$ cat src/rtl/divider_pkg.sv
// Shared types and helpers for the sequential restoring divider.
package divider_pkg;

    typedef enum logic [1:0] {IDLE, BUSY, DONE} div_state_t;

    // Bit counter must hold 2*width down to 1.
    function automatic int cnt_width(input int width);
        return $clog2(2 * width + 1);
    endfunction

endpackage

$ cat src/rtl/divider_step.sv
// One restoring-division step: shift in a dividend bit, compare, conditionally subtract.
module divider_step #(
    parameter int WIDTH = 8
) (
    input  logic [WIDTH:0]   partial_in,
    input  logic             bit_in,
    input  logic [WIDTH-1:0] divisor,
    output logic [WIDTH:0]   partial_out,
    output logic             q_bit
);

    logic [WIDTH:0] shifted;
    logic [WIDTH:0] diff;

    assign shifted = {partial_in[WIDTH-1:0], bit_in};
    assign diff    = shifted - {1'b0, divisor};

    // A bit shifted out of the top means the true value already exceeds the divisor;
    // the wrapped difference is still exact because the value is below 2*divisor.
    assign q_bit       = partial_in[WIDTH] | (shifted >= {1'b0, divisor});
    assign partial_out = q_bit ? diff : shifted;

endmodule

$ cat src/rtl/divider_seq.sv
// Sequential restoring divider: 2*WIDTH-bit dividend / WIDTH-bit divisor, one quotient bit per cycle.
module divider_seq
    import divider_pkg::*;
#(
    parameter int WIDTH = 8
) (
    input  logic                 clk,
    input  logic                 reset,
    input  logic                 in_valid,
    output logic                 in_ready,
    input  logic [2*WIDTH-1:0]   dividend,
    input  logic [WIDTH-1:0]     divisor,
    output logic                 out_valid,
    input  logic                 out_ready,
    output logic [2*WIDTH-1:0]   quotient,
    output logic [WIDTH-1:0]     remainder,
    output logic                 div_by_zero
);

    localparam int DW = 2 * WIDTH;
    localparam int CW = cnt_width(WIDTH);

    div_state_t        state_reg, state_next;
    logic [CW-1:0]     count_reg, count_next;
    logic [DW-1:0]     dividend_reg, dividend_next;
    logic [WIDTH-1:0]  divisor_reg, divisor_next;
    logic [WIDTH:0]    partial_reg, partial_next;
    logic [DW-1:0]     quotient_reg, quotient_next;
    logic [WIDTH-1:0]  remainder_reg, remainder_next;
    logic              dbz_reg, dbz_next;

    logic [WIDTH:0]    step_partial;
    logic              step_q;

    divider_step #(.WIDTH(WIDTH)) u_step (
        .partial_in  (partial_reg),
        .bit_in      (dividend_reg[DW-1]),
        .divisor     (divisor_reg),
        .partial_out (step_partial),
        .q_bit       (step_q)
    );

    always_ff @(posedge clk or negedge reset) begin
        if (!reset) begin
            state_reg     <= IDLE;
            count_reg     <= '0;
            dividend_reg  <= '0;
            divisor_reg   <= '0;
            partial_reg   <= '0;
            quotient_reg  <= '0;
            remainder_reg <= '0;
            dbz_reg       <= 1'b0;
        end else begin
            state_reg     <= state_next;
            count_reg     <= count_next;
            dividend_reg  <= dividend_next;
            divisor_reg   <= divisor_next;
            partial_reg   <= partial_next;
            quotient_reg  <= quotient_next;
            remainder_reg <= remainder_next;
            dbz_reg       <= dbz_next;
        end
    end

    always_comb begin
        state_next     = state_reg;
        count_next     = count_reg;
        dividend_next  = dividend_reg;
        divisor_next   = divisor_reg;
        partial_next   = partial_reg;
        quotient_next  = quotient_reg;
        remainder_next = remainder_reg;
        dbz_next       = dbz_reg;

        case (state_reg)
            IDLE: begin
                if (in_valid) begin
                    dividend_next = dividend;
                    divisor_next  = divisor;
                    partial_next  = '0;
                    count_next    = CW'(DW);
                    if (divisor == '0) begin
                        state_next     = DONE;
                        quotient_next  = '1;
                        remainder_next = dividend[WIDTH-1:0];
                        dbz_next       = 1'b1;
                    end else begin
                        state_next = BUSY;
                    end
                end
            end
            BUSY: begin
                // The dividend register doubles as the quotient shift register.
                partial_next  = step_partial;
                dividend_next = {dividend_reg[DW-2:0], step_q};
                count_next    = count_reg - CW'(1);
                if (count_reg == CW'(1)) begin
                    state_next     = DONE;
                    quotient_next  = {dividend_reg[DW-2:0], step_q};
                    remainder_next = step_partial[WIDTH-1:0];
                end
            end
            DONE: begin
                if (out_ready) begin
                    state_next = IDLE;
                    dbz_next   = 1'b0;
                end
            end
            default: state_next = IDLE;
        endcase
    end

    assign in_ready    = (state_reg == IDLE);
    assign out_valid   = (state_reg == DONE);
    assign quotient    = quotient_reg;
    assign remainder   = remainder_reg;
    assign div_by_zero = dbz_reg;

endmodule
$ cat config.mk
export PLATFORM = sky130hd
export DESIGN_NAME = divider_seq
export DESIGN_NICKNAME = d
export VERILOG_FILES = /design/src/rtl/divider_pkg.sv /design/src/rtl/divider_step.sv /design/src/rtl/divider_seq.sv
export SDC_FILE = /design/constraint.sdc
export NUM_CORES = 1
export LEC_CHECK = 0
export BUFFER_PORTS_ARGS = -buffer_cell sky130_fd_sc_hd__buf_2
export CAP_MARGIN = 20
export CORE_MARGIN = 4
export CORE_UTILIZATION = 55
export DETAILED_ROUTE_END_ITERATION = 6
export PLACE_DENSITY = 0.85
export SLEW_MARGIN = 20
export SYNTH_ARGS = -nofsm -noshare
export SYNTH_HDL_FRONTEND = slang
export SYNTH_SLANG_ARGS = --single-unit
$ cat constraint.sdc
create_clock -name clk -period 3 [get_ports clk]
set_clock_uncertainty 0.05 [all_clocks]
set_input_delay 0.75 -clock clk [delete_from_list [all_inputs] [get_ports clk]]
set_output_delay 0.75 -clock clk [all_outputs]
set_load 0.05 [all_outputs]
==> key figures <==
Clock tree
  • Buffer levels on the longest clock path: 2
  • Number of buffers added by the clock tree synthesis step: 9
  • Clock-pin slew of the registers on the worst-case setup and hold paths: 70 ps
  • CTS tree: yes
  • Clock insertion delay at the later pin of the skew report: around 350 ps
  • Root Driver: sky130_fd_sc_hd__clkbuf_8
  • Total number of H-tree levels: 3
  • Cts-stage hold buffer count: 0
  • Post-CTS Repair Setup Buffers: 0
  • Number of gates given a new drive strength after cts: 0
  • Number of sinks on the clock net: 65

STA
  • Maximum operating frequency: about 380 MHz
  • Max transition margin: between 40% and 50%
  • Clock period minus final worst setup slack: roughly 2600 ps
  • Setup repair after global routing missed its margin: no
  • Fin Setup TNS: 0 ps
  • Final Hold Fails: 0
  • Number of slew-limit violations in the final report: 0
  • Part of the cycle the worst path needs: between 80% and 90%
  • Total of endpoints with negative setup slack in the final report: 0
  • Worst-margin pin slew: 768 ps

Routing
  • Routed WL per cell: 16.5 um
  • Number of optimization iterations in the first detailed-route pass: 5
  • Final Routed Wirelength: between 7000 and 8000 um
  • Total via count in the routed design: between 2000 and 3000
  • Post-detailed-route count of antenna-violating nets: 0
  • Vias per cell: around 6.0
  • Violation count after the first detailed-route iteration: between 150 and 200
  • Count of unresolved DRC violations after routing: 0

Worst setup path
  • Data required time at the worst endpoint: around 3200 ps
  • Arrival time at the worst endpoint: 2800 ps
  • CP Class: flip-flop to flip-flop
  • CP Max Fanout: 8
  • Kind of end point of the critical path: flip-flop
  • Critical Path Start Type: flip-flop

Global route
  • First-pass GRT wire length: about 13000 um
  • Aggregate global routing overflow: 0
  • Initial antenna violation count: 0
  • Maximum number of pins on one net before global-route repair: 37
  • GR Util All Layers: between 20 and 25%
  • Vias in the first global route: roughly 2800

Logic synthesis
  • Fraction of registers with async set/reset: between 90% and 100%
  • EDFF count, synth: 0
  • Fraction of post-synthesis cell area in the top cell type by area: around half
  • Share of the synthesized netlist area taken by xor and xnor gates: under 10%
  • Main area contributors after synthesis: sky130_fd_sc_hd__dfrtp_1 (50%), sky130_fd_sc_hd__nand2_1 (5.8%), sky130_fd_sc_hd__nor2_1 (4.5%), sky130_fd_sc_hd__a31oi_1 (4.0%), sky130_fd_sc_hd__ha_1 (3.9%)
  • Share of the synthesized area in compound gates (AO/OA/AOI/OAI): around 18%
  • Area share of and/or/nand/nor cells after synthesis: around a fifth
  • Synth warn: 0
  • Dominant combinational cell family by area after synthesis: simple AND/OR/NAND/NOR gates
  • Cell accounting for the most synthesized area: sky130_fd_sc_hd__dfrtp_1
  • Cell types with the highest counts after synthesis: sky130_fd_sc_hd__dfrtp_1 (65), sky130_fd_sc_hd__nand2_1 (50), sky130_fd_sc_hd__nor2_1 (39), sky130_fd_sc_hd__a21oi_1 (22), sky130_fd_sc_hd__a31oi_1 (21)
  • Synthesized area: 3240 sq um
  • Number of nets in the synthesized netlist: slightly below 400
  • Adder-Cell Fraction of Synth Area: between 4 and 5%
  • Syn_area_per_cell: slightly above 9 sq um
  • Syn Inst Count: 348
  • Count of state elements after synthesis: between 60 and 70
  • Library cells used by synthesis: 52
  • Share of synthesized area spent on multiplexers: about 1.6%
  • Sequential cell area fraction in the yosys report: between 50% and 60%
  • Most frequently used cell type in the post-synthesis netlist: sky130_fd_sc_hd__dfrtp_1
  • Predominant post-synthesis flop cell: sky130_fd_sc_hd__dfrtp_1

Layout
  • Synthesis-to-finish area growth: 17.5%
  • Antenna cell count: 0
  • Fraction of final layout cells sized beyond drive strength 1: roughly 23%
  • Layout filler cell count: 435
  • Final Net Count: approximately 440
  • Final standard cell count with taps included and fillers excluded: 480
  • Total non-filler cell area in the finished layout: 3810 sq um

Power
  • Maximum vdd ir drop: 0.682 mV
  • Total power per unit cell area: about 1300 nW/um^2
  • Tot Pwr: roughly 5 mW
  • Leak: between 1.5 and 2 nW

Outcome
  • Status: finished, final reports clean

Place
  • Inst Count DP: about 460
  • Placement Cell Area: between 3000 and 4000 sq um
  • Last weighted congestion value of the routability-driven placer: just over 0.8
  • Count of input and output buffers: 54
  • Detail Placement HPWL: between 5000 and 6000 um

Floorplanning
  • Starting density of the core: between 50% and 60%
  • Area inside the core boundary: around 5600 sq um
  • Site row count: 27
  • DIE AREA: roughly 7000 sq um
  • Floorplan die width: about 85 um
  • Number of placed I/O pins: 55
  • Vertical die dimension: ~85 um

Flow run
  • Max_cap viols: 0

Min path
  • Path class of the lowest-slack min-delay path: input port to asynchronous set/reset pin
where the power goes:
| group | leakage [nW] | total (mW) | switching, mW | internal, mW |
|---|---|---|---|---|
| Clock | 0.0985 | 0.763 | 0.356 | 0.407 |
| Sequential | 0.706 | 1.52 | 0.249 | 1.27 |
| Combinational | 0.843 | 2.86 | 1.91 | 0.948 |
cell usage in the layout, fill, tap and decap left out, drive strengths merged, types with 3 or more instances in the layout:
cell type,n
dfrtp,65
o21ai,18
ha,10
a31oi,21
nand3,17
nor2,39
xor2,4
nor3,11
clkbuf,10
o31ai,4
a21oi,24
nand2,51
nor4,4
buf,63
clkinv,3
mux2i,4
inv,17
a211oi,7
kinds of logic (layout without fill, tap and decap cells):
group,after synthesis,after routing
multiplexers,5,5
XOR/XNOR,6,6
AO/OA/AOI/OAI,89,89
adder cells (fa/ha/maj),11,11
flip-flops,65,65
AND/OR/NAND/NOR,136,136
buffers and inverters,36,96
through the flow:
| step | util [%] | setup WS (ps) | hold slack [ps] |
|---|---|---|---|
| 4_1_cts | 68.0 | 456 | 406 |
| 3_5_place_dp | 64.3 | 490 | 459 |
| 3_3_place_gp | 64.3 | 511 | 440 |
| 5_1_grt | 68.0 | 304 | 443 |
| 6_report | 68.0 | 372 | 390 |
| 2_1_floorplan | - | 910 | 402 |
metal layers:
layer	track usage [%]	up-vias	part of all wire (%)
met5	0	-	0
met4	10.1	0	2.4
met3	4.22	20	6.2
met2	38.1	110	49
met1	29.3	1429	43
li1	-	1342	-
path summary, 6_finish.rpt:
check	slack [ps]	to	start	depth (start not counted)
setup / recovery	370	remainder[2]	partial_reg[6]	7
hold / removal	390	divisor_reg[3]	reset	1
setup reg to reg	370	remainder[2]	partial_reg[6]	7
hold reg to reg	480	remainder[7]	remainder[7]	1
max in group asynchronous	1880	partial_reg[8]	reset	2
min in group clk	480	remainder[7]	remainder[7]	1
final cells by class:
class	instances	area, sq um	area share [%]
inverter	17	63.8	1.67
timing repair buffer	63	363	9.52
multi-input combinational	247	1460	38.4
sequential	65	1630	42.7
clock inverter	6	67.6	1.77
tap	72	90.1	2.36
clock buffer	10	138	3.61
worst max-delay path, stage by stage, from the launching register on:
cell and delay (ps):
sky130_fd_sc_hd__dfrtp_1 420, sky130_fd_sc_hd__ha_1 230, sky130_fd_sc_hd__nor3_1 320, sky130_fd_sc_hd__o21ai_0 260
sky130_fd_sc_hd__a311oi_2 520, sky130_fd_sc_hd__buf_4 290, sky130_fd_sc_hd__mux2i_1 300, sky130_fd_sc_hd__o211ai_1 120
Power figures use the tool's default switching activity.
